## config.mk

```make
export PLATFORM = sky130hd
export DESIGN_NAME = deser4_flat
export DESIGN_NICKNAME = d
export VERILOG_FILES = /design/src/rtl/alu_pkg.sv /design/src/rtl/deser4_if.sv /design/src/rtl/deser4_demux4.sv /design/src/rtl/deser4.sv /design/src/flat_wrapper.sv
export SDC_FILE = /design/constraint.sdc
export NUM_CORES = 1
export LEC_CHECK = 0
export ABC_AREA = 1
export BUFFER_PORTS_ARGS = -buffer_cell sky130_fd_sc_hd__buf_2
export CORE_AREA = 4 4 41 43
export DETAILED_ROUTE_END_ITERATION = 7
export DIE_AREA = 0 0 45 47
export GPL_ROUTABILITY_DRIVEN = 0
export PLACE_DENSITY = 0.74
export SETUP_SLACK_MARGIN = 0.2
export SLEW_MARGIN = 20
export SYNTH_ARGS = -nofsm -noshare
export SYNTH_HDL_FRONTEND = slang
export SYNTH_SLANG_ARGS = --single-unit
```

## constraint.sdc

```tcl
create_clock -name clk -period 2.18 [get_ports clk]
set_clock_uncertainty 0.1 [all_clocks]
set_input_delay 0.109 -clock clk [delete_from_list [all_inputs] [get_ports clk]]
set_output_delay 0.109 -clock clk [all_outputs]
set_load 0.005 [all_outputs]
```

## src/rtl/alu_pkg.sv

```systemverilog
//==============================================================================
// Module      : alu_pkg
// Description : Shared types and constants for the ALU serial datapath
//               (lane select, 4-bit word).
// Revision    : 1.0 - initial release
//==============================================================================
`default_nettype none

package alu_pkg;

  localparam int LANES = 4;

  typedef logic [1:0] lane_sel_t;
  typedef logic [3:0] word_t;

endpackage : alu_pkg

`default_nettype wire

```

## src/rtl/deser4_if.sv

```systemverilog
//==============================================================================
// Module      : deser4_if
// Description : Serial-in / word-out handshake bundle for deser4.
//               The master drives the serial input and consumes words;
//               the slave is the deserializer itself.
// Revision    : 1.0 - initial release
//==============================================================================
`default_nettype none

interface deser4_if;
  import alu_pkg::*;

  logic      clr;
  logic      d;
  logic      d_valid;
  logic      d_ready;
  word_t     q;
  logic      q_valid;
  logic      q_ready;
  lane_sel_t sel;

  modport master (
    output clr, d, d_valid, q_ready,
    input  d_ready, q, q_valid, sel
  );

  modport slave (
    input  clr, d, d_valid, q_ready,
    output d_ready, q, q_valid, sel
  );

endinterface : deser4_if

`default_nettype wire

```

## src/rtl/deser4_demux4.sv

```systemverilog
//==============================================================================
// Module      : demux4
// Description : Combinational 1:4 write-enable decoder. Exactly one output
//               is high when en is asserted, selected by sel.
// Revision    : 1.0 - initial release
//==============================================================================
`default_nettype none

module demux4
  import alu_pkg::*;
(
  input  wire logic      en,
  input  wire lane_sel_t sel,
  output logic [3:0]     z
);

  // One decoded enable per lane
  for (genvar i = 0; i < LANES; i++) begin : g_lane
    assign z[i] = en && (sel == lane_sel_t'(i));
  end

endmodule : demux4

`default_nettype wire

```

## src/rtl/deser4.sv

```systemverilog
//==============================================================================
// Module      : deser4
// Description : 4:1 serial-to-parallel deserializer. Accepted bits are steered
//               by a lane counter into an assembly register; completed words
//               are held in a valid/ready output register.
// Revision    : 1.0 - initial release
//==============================================================================
`default_nettype none

module deser4
  import alu_pkg::*;
#(
  parameter bit LSB_FIRST = 1'b1
) (
  input  wire logic clk,
  input  wire logic rst,
  deser4_if.slave   bus
);

  lane_sel_t r_cnt;
  word_t     r_a;
  word_t     r_q;
  logic      r_q_valid;

  lane_sel_t w_sel;
  logic      w_ready;
  logic      w_accept;
  logic      w_complete;
  logic      w_consume;
  logic [3:0] w_we;
  word_t     w_word;

  // Lane for the next accepted bit; MSB-first mode fills from lane 3 down
  assign w_sel = LSB_FIRST ? r_cnt : lane_sel_t'(2'd3 - r_cnt);

  // Only the completing bit can stall, and only while the held word is
  // still unconsumed; the q_ready term lets a consume and a completion
  // share the same cycle.
  assign w_ready    = !((r_cnt == 2'd3) && r_q_valid && !bus.q_ready);
  assign w_accept   = bus.d_valid && w_ready && !bus.clr;
  assign w_complete = w_accept && (r_cnt == 2'd3);
  assign w_consume  = r_q_valid && bus.q_ready;

  demux4 u_demux4 (
    .en  (w_accept),
    .sel (w_sel),
    .z   (w_we)
  );

  // Assembly word with the incoming bit merged into its lane; this is also
  // the value loaded into q on completion so the last bit is not lost.
  for (genvar i = 0; i < LANES; i++) begin : g_word
    assign w_word[i] = w_we[i] ? bus.d : r_a[i];
  end

  // Lane counter and assembly register; clr drops the partial word only
  always_ff @(posedge clk) begin
    if (rst) begin
      r_cnt <= '0;
      r_a   <= '0;
    end else if (bus.clr) begin
      r_cnt <= '0;
    end else if (w_accept) begin
      r_a   <= w_word;
      r_cnt <= (r_cnt == 2'd3) ? 2'd0 : r_cnt + 2'd1;
    end
  end

  // Output holding register with valid/ready handshake
  always_ff @(posedge clk) begin
    if (rst) begin
      r_q       <= '0;
      r_q_valid <= 1'b0;
    end else if (w_complete) begin
      r_q       <= w_word;
      r_q_valid <= 1'b1;
    end else if (w_consume) begin
      r_q_valid <= 1'b0;
    end
  end

  assign bus.d_ready = w_ready;
  assign bus.q       = r_q;
  assign bus.q_valid = r_q_valid;
  assign bus.sel     = w_sel;

endmodule : deser4

`default_nettype wire

```

## src/flat_wrapper.sv

```systemverilog
// flat-port wrapper written by rule: the top's interface ports become plain ports
module deser4_flat import alu_pkg::*;
#(
  parameter bit LSB_FIRST = 1'b1
)
  (clk, rst, bus_clr, bus_d, bus_d_valid, bus_q_ready, bus_d_ready, bus_q, bus_q_valid, bus_sel);
  deser4_if bus_i ();
  input  wire logic clk;
  input  wire logic rst;
  input wire logic [$bits(bus_i.clr)-1:0] bus_clr;
  input wire logic [$bits(bus_i.d)-1:0] bus_d;
  input wire logic [$bits(bus_i.d_valid)-1:0] bus_d_valid;
  input wire logic [$bits(bus_i.q_ready)-1:0] bus_q_ready;
  output wire logic [$bits(bus_i.d_ready)-1:0] bus_d_ready;
  output wire logic [$bits(bus_i.q)-1:0] bus_q;
  output wire logic [$bits(bus_i.q_valid)-1:0] bus_q_valid;
  output wire logic [$bits(bus_i.sel)-1:0] bus_sel;
  assign bus_i.clr = bus_clr;
  assign bus_i.d = bus_d;
  assign bus_i.d_valid = bus_d_valid;
  assign bus_i.q_ready = bus_q_ready;
  assign bus_d_ready = bus_i.d_ready;
  assign bus_q = bus_i.q;
  assign bus_q_valid = bus_i.q_valid;
  assign bus_sel = bus_i.sel;
  deser4 #(.LSB_FIRST(LSB_FIRST)) u_core (.clk(clk), .rst(rst), .bus(bus_i));
endmodule
```

==> impl_metrics.py <==
metrics = {
    "yosys": {
        "yosys_warnings": 0,
        "ys_seq_area_share_pct": 38.0,
        "synthesized_net_count": 73,
        "post_synth_instance_area_um2": 527,
        "dominantRegCellSynth": "dfxtp_1",
        "postSynthCellCount": 63,
        "async_flop_share_pct": 0,
        "synth.area.top_cells": "dfxtp_1, ha_1, a21oi_1, inv_1, nand2_1",
        "synthDominantCellAreaShare_pct": 38.0,
        "synth_area_leader_cell": "dfxtp_1",
        "edff_count_synth": 0,
        "synth_commonest_cells": "dfxtp_1, inv_1, nand2_1",
        "postSynthAreaPerCell_um2": 8.36,
        "postSynthRegisterBits": 10,
        "synthDistinctLibCells": 15,
    },
    "power": {
        "clock_power_share_pct": 43.1,
        "power_leakage_uw": 0.000290,
        "total_switching_power_uw": 83.5,
        "power.internal_uw": 298,
        "vdd_drop_max_mv": 0.271,
        "power_density_over_the_cells_nw_per_um2": 594,
        "power.share.sequential_pct": 49.1,
        "switching_part_of_the_total_power_pct": 21.9,
        "p_comb_share_pct": 7.8,
    },
    "run_status": {
        "status": "finished clean",
    },
    "setup_path": {
        "critPathSlowestCell": "dfxtp_1",
        "crit_path_start_kind": "register",
        "crit_path_max_incr_delay_ns": 0.42,
        "required_ns": 1.97,
        "type_of_element_capturing_the_critical_path": "primary output",
        "crit_type": "register to primary output",
        "critical_path.max_fanout": 8,
        "worstPathCellList": "ha_1 > nand3_4 > buf_2",
        "cp.arrival_ns": 1.31,
    },
    "clock_network": {
        "clock_latency_ns": 0.26,
        "clock_slew_seen_by_the_registers_of_the_worst_setup_and_hold_paths_ns": 0.07,
        "cts.sinks": 10,
        "cts_post_setup_buffers_inserted": 0,
        "cts.path.max_buffers": 2,
        "htree_num_levels": 1,
        "post_cts.resized_instances": 0,
        "postCtsHoldBufs": 0,
        "cts_made_buffers": 3,
        "tritoncts_clock_tree": "built",
        "cts.root.buffer_cell": "clkbuf_4",
    },
    "sta": {
        "setup_total_negative_slack_ns": 0,
        "layout_min_cycle_time_ns": 1.52,
        "rsz0062_at_grt": "no",
        "relSlewSlack_pct": 84.0,
        "maxClockFrequency_mhz": 658,
        "maxSlewViolCount": 0,
        "timing.final.crit_share_pct": 69.7,
        "setup_viol": 0,
        "worstMarginPinSlew_ns": 0.240,
        "final-hold-violation-count": 0,
    },
    "finish": {
        "nFillCells": 134,
        "antenna_cells_inserted": 0,
        "multi_input_comb_area_um2": 275,
        "area_growth_syn_to_layout_pct": 21.9,
        "drive_above_1_share_pct": 30.4,
        "regArea_um2": 200,
        "layoutNonFillerInstCount": 94,
        "nets": 90,
    },
    "floorplan": {
        "floorplan.die.height_um": 47,
        "floorplan.core_area_um2": 1300,
        "die_area_um2": 2120,
        "ios": 14,
        "floorplan.initialDensity_pct": 40.5,
        "row_count": 13,
        "die_w_um": 45,
    },
    "placed_design": {
        "placement.io_buffers": 13,
        "place.detailed.hpwl_um": 755,
        "dp_cells": 90,
    },
    "hold_path": {
        "hold_class": "input pin to register",
    },
    "grt": {
        "grt_pass1_vias": 444,
        "grt_first_pass_wirelength_mm": 1.71,
        "grt_max_degree": 10,
        "grt_util_all_layers_pct": 11.7,
        "grt_overflow_total": 0,
        "grt_antenna_before_repair": 0,
    },
    "routing": {
        "drt.antenna.violating_nets": 0,
        "avgRoutedWirePerCell_um": 10.8,
        "via_count": 446,
        "wl_mm": 1.02,
        "drt_iter0_drc": 8,
        "route.detailed.drc": 0,
        "vias_per_cell": 4.74,
        "first_pass_iters": 4,
    },
    "flow_run": {
        "max_cap_violations": 0,
    },
}
-- state kept, by name, indices dropped and copies added (netlist names) --
register	flops
u_core.bus.q	4
u_core.bus.sel	2
u_core.bus.q_valid	1
u_core.r_a	3
-- logic make-up after synthesis --
family                   share of synthesized area (%)
buffers and inverters                             9.74
adder cells (fa/ha/maj)                           9.50
AO/OA/AOI/OAI                                     10.9
flip-flops                                        38.0
AND/OR/NAND/NOR                                   31.8
-- routing by layer --
layer	GRT usage [%]	share of wire [%]	up-vias
met1	12.4	45	193
met2	18.9	45	12
met4	9.36	3.6	0
li1	-	-	235
met5	0	0	-
met3	4.21	6.4	6
-- worst max-delay path, delay by kind of cell (launching register included) --
kind / cells / cell delay, ns
and+or+nand+nor: 1 / 0.15
buffers and inverters: 1 / 0.16
adders and majority gates: 1 / 0.32
DFF: 1 / 0.42
-- metrics by stage --
step	utilization, %	setup slack, ns	total power, uW	area [um2]	hold WS (ns)
final	49.3	0.661	381	642	0.0294
after global routing	49.3	0.563	401	642	0.0336
after CTS	49.3	0.659	385	642	0.0291
after detailed placement	46.5	0.814	221	606	0.303
after global placement	46.5	0.875	221	606	0.299
after floorplan	-	0.889	211	527	0.146
-- power by group through the flow --
stage                     Sequential (uW)  Clock, uW  Combinational [uW]
final                                 187        164                29.9
after detailed placement              191          0                29.9
after global routing                  187        180                33.4
after CTS                             187        168                30.0
after floorplan                       191          0                19.5
after global placement                191          0                29.8
-- layout by cell type, fill, tap and decap left out, drive strengths merged --
master / count
nand4: 3
ha: 4
inv: 10
nor2: 3
or2: 1
a21oi: 9
nand2: 12
a211oi: 1
dfxtp: 10
clkbuf: 4
nand3: 8
buf: 13
clkinv: 1
-- layout make-up --
class                      instances  area share (%)
tap                               15            2.92
inverter                          11            7.21
timing repair buffer              13            10.1
sequential                        10            31.2
multi-input combinational         41            42.9
clock buffer                       4            5.65
-- path summary, 6_finish.rpt --
check,slack [ns],depth (start not counted),endpoint,start
worst max register to register,0.76,6,u_core.bus.q[1],u_core.bus.sel[0]
worst min register to register,0.37,2,u_core.bus.q[3],u_core.bus.q[3]
worst min-delay path,0.03,2,u_core.r_a[1],rst
worst max-delay path,0.66,3,bus_d_ready,u_core.bus.sel[0]
(Power assumes the default switching activity.)
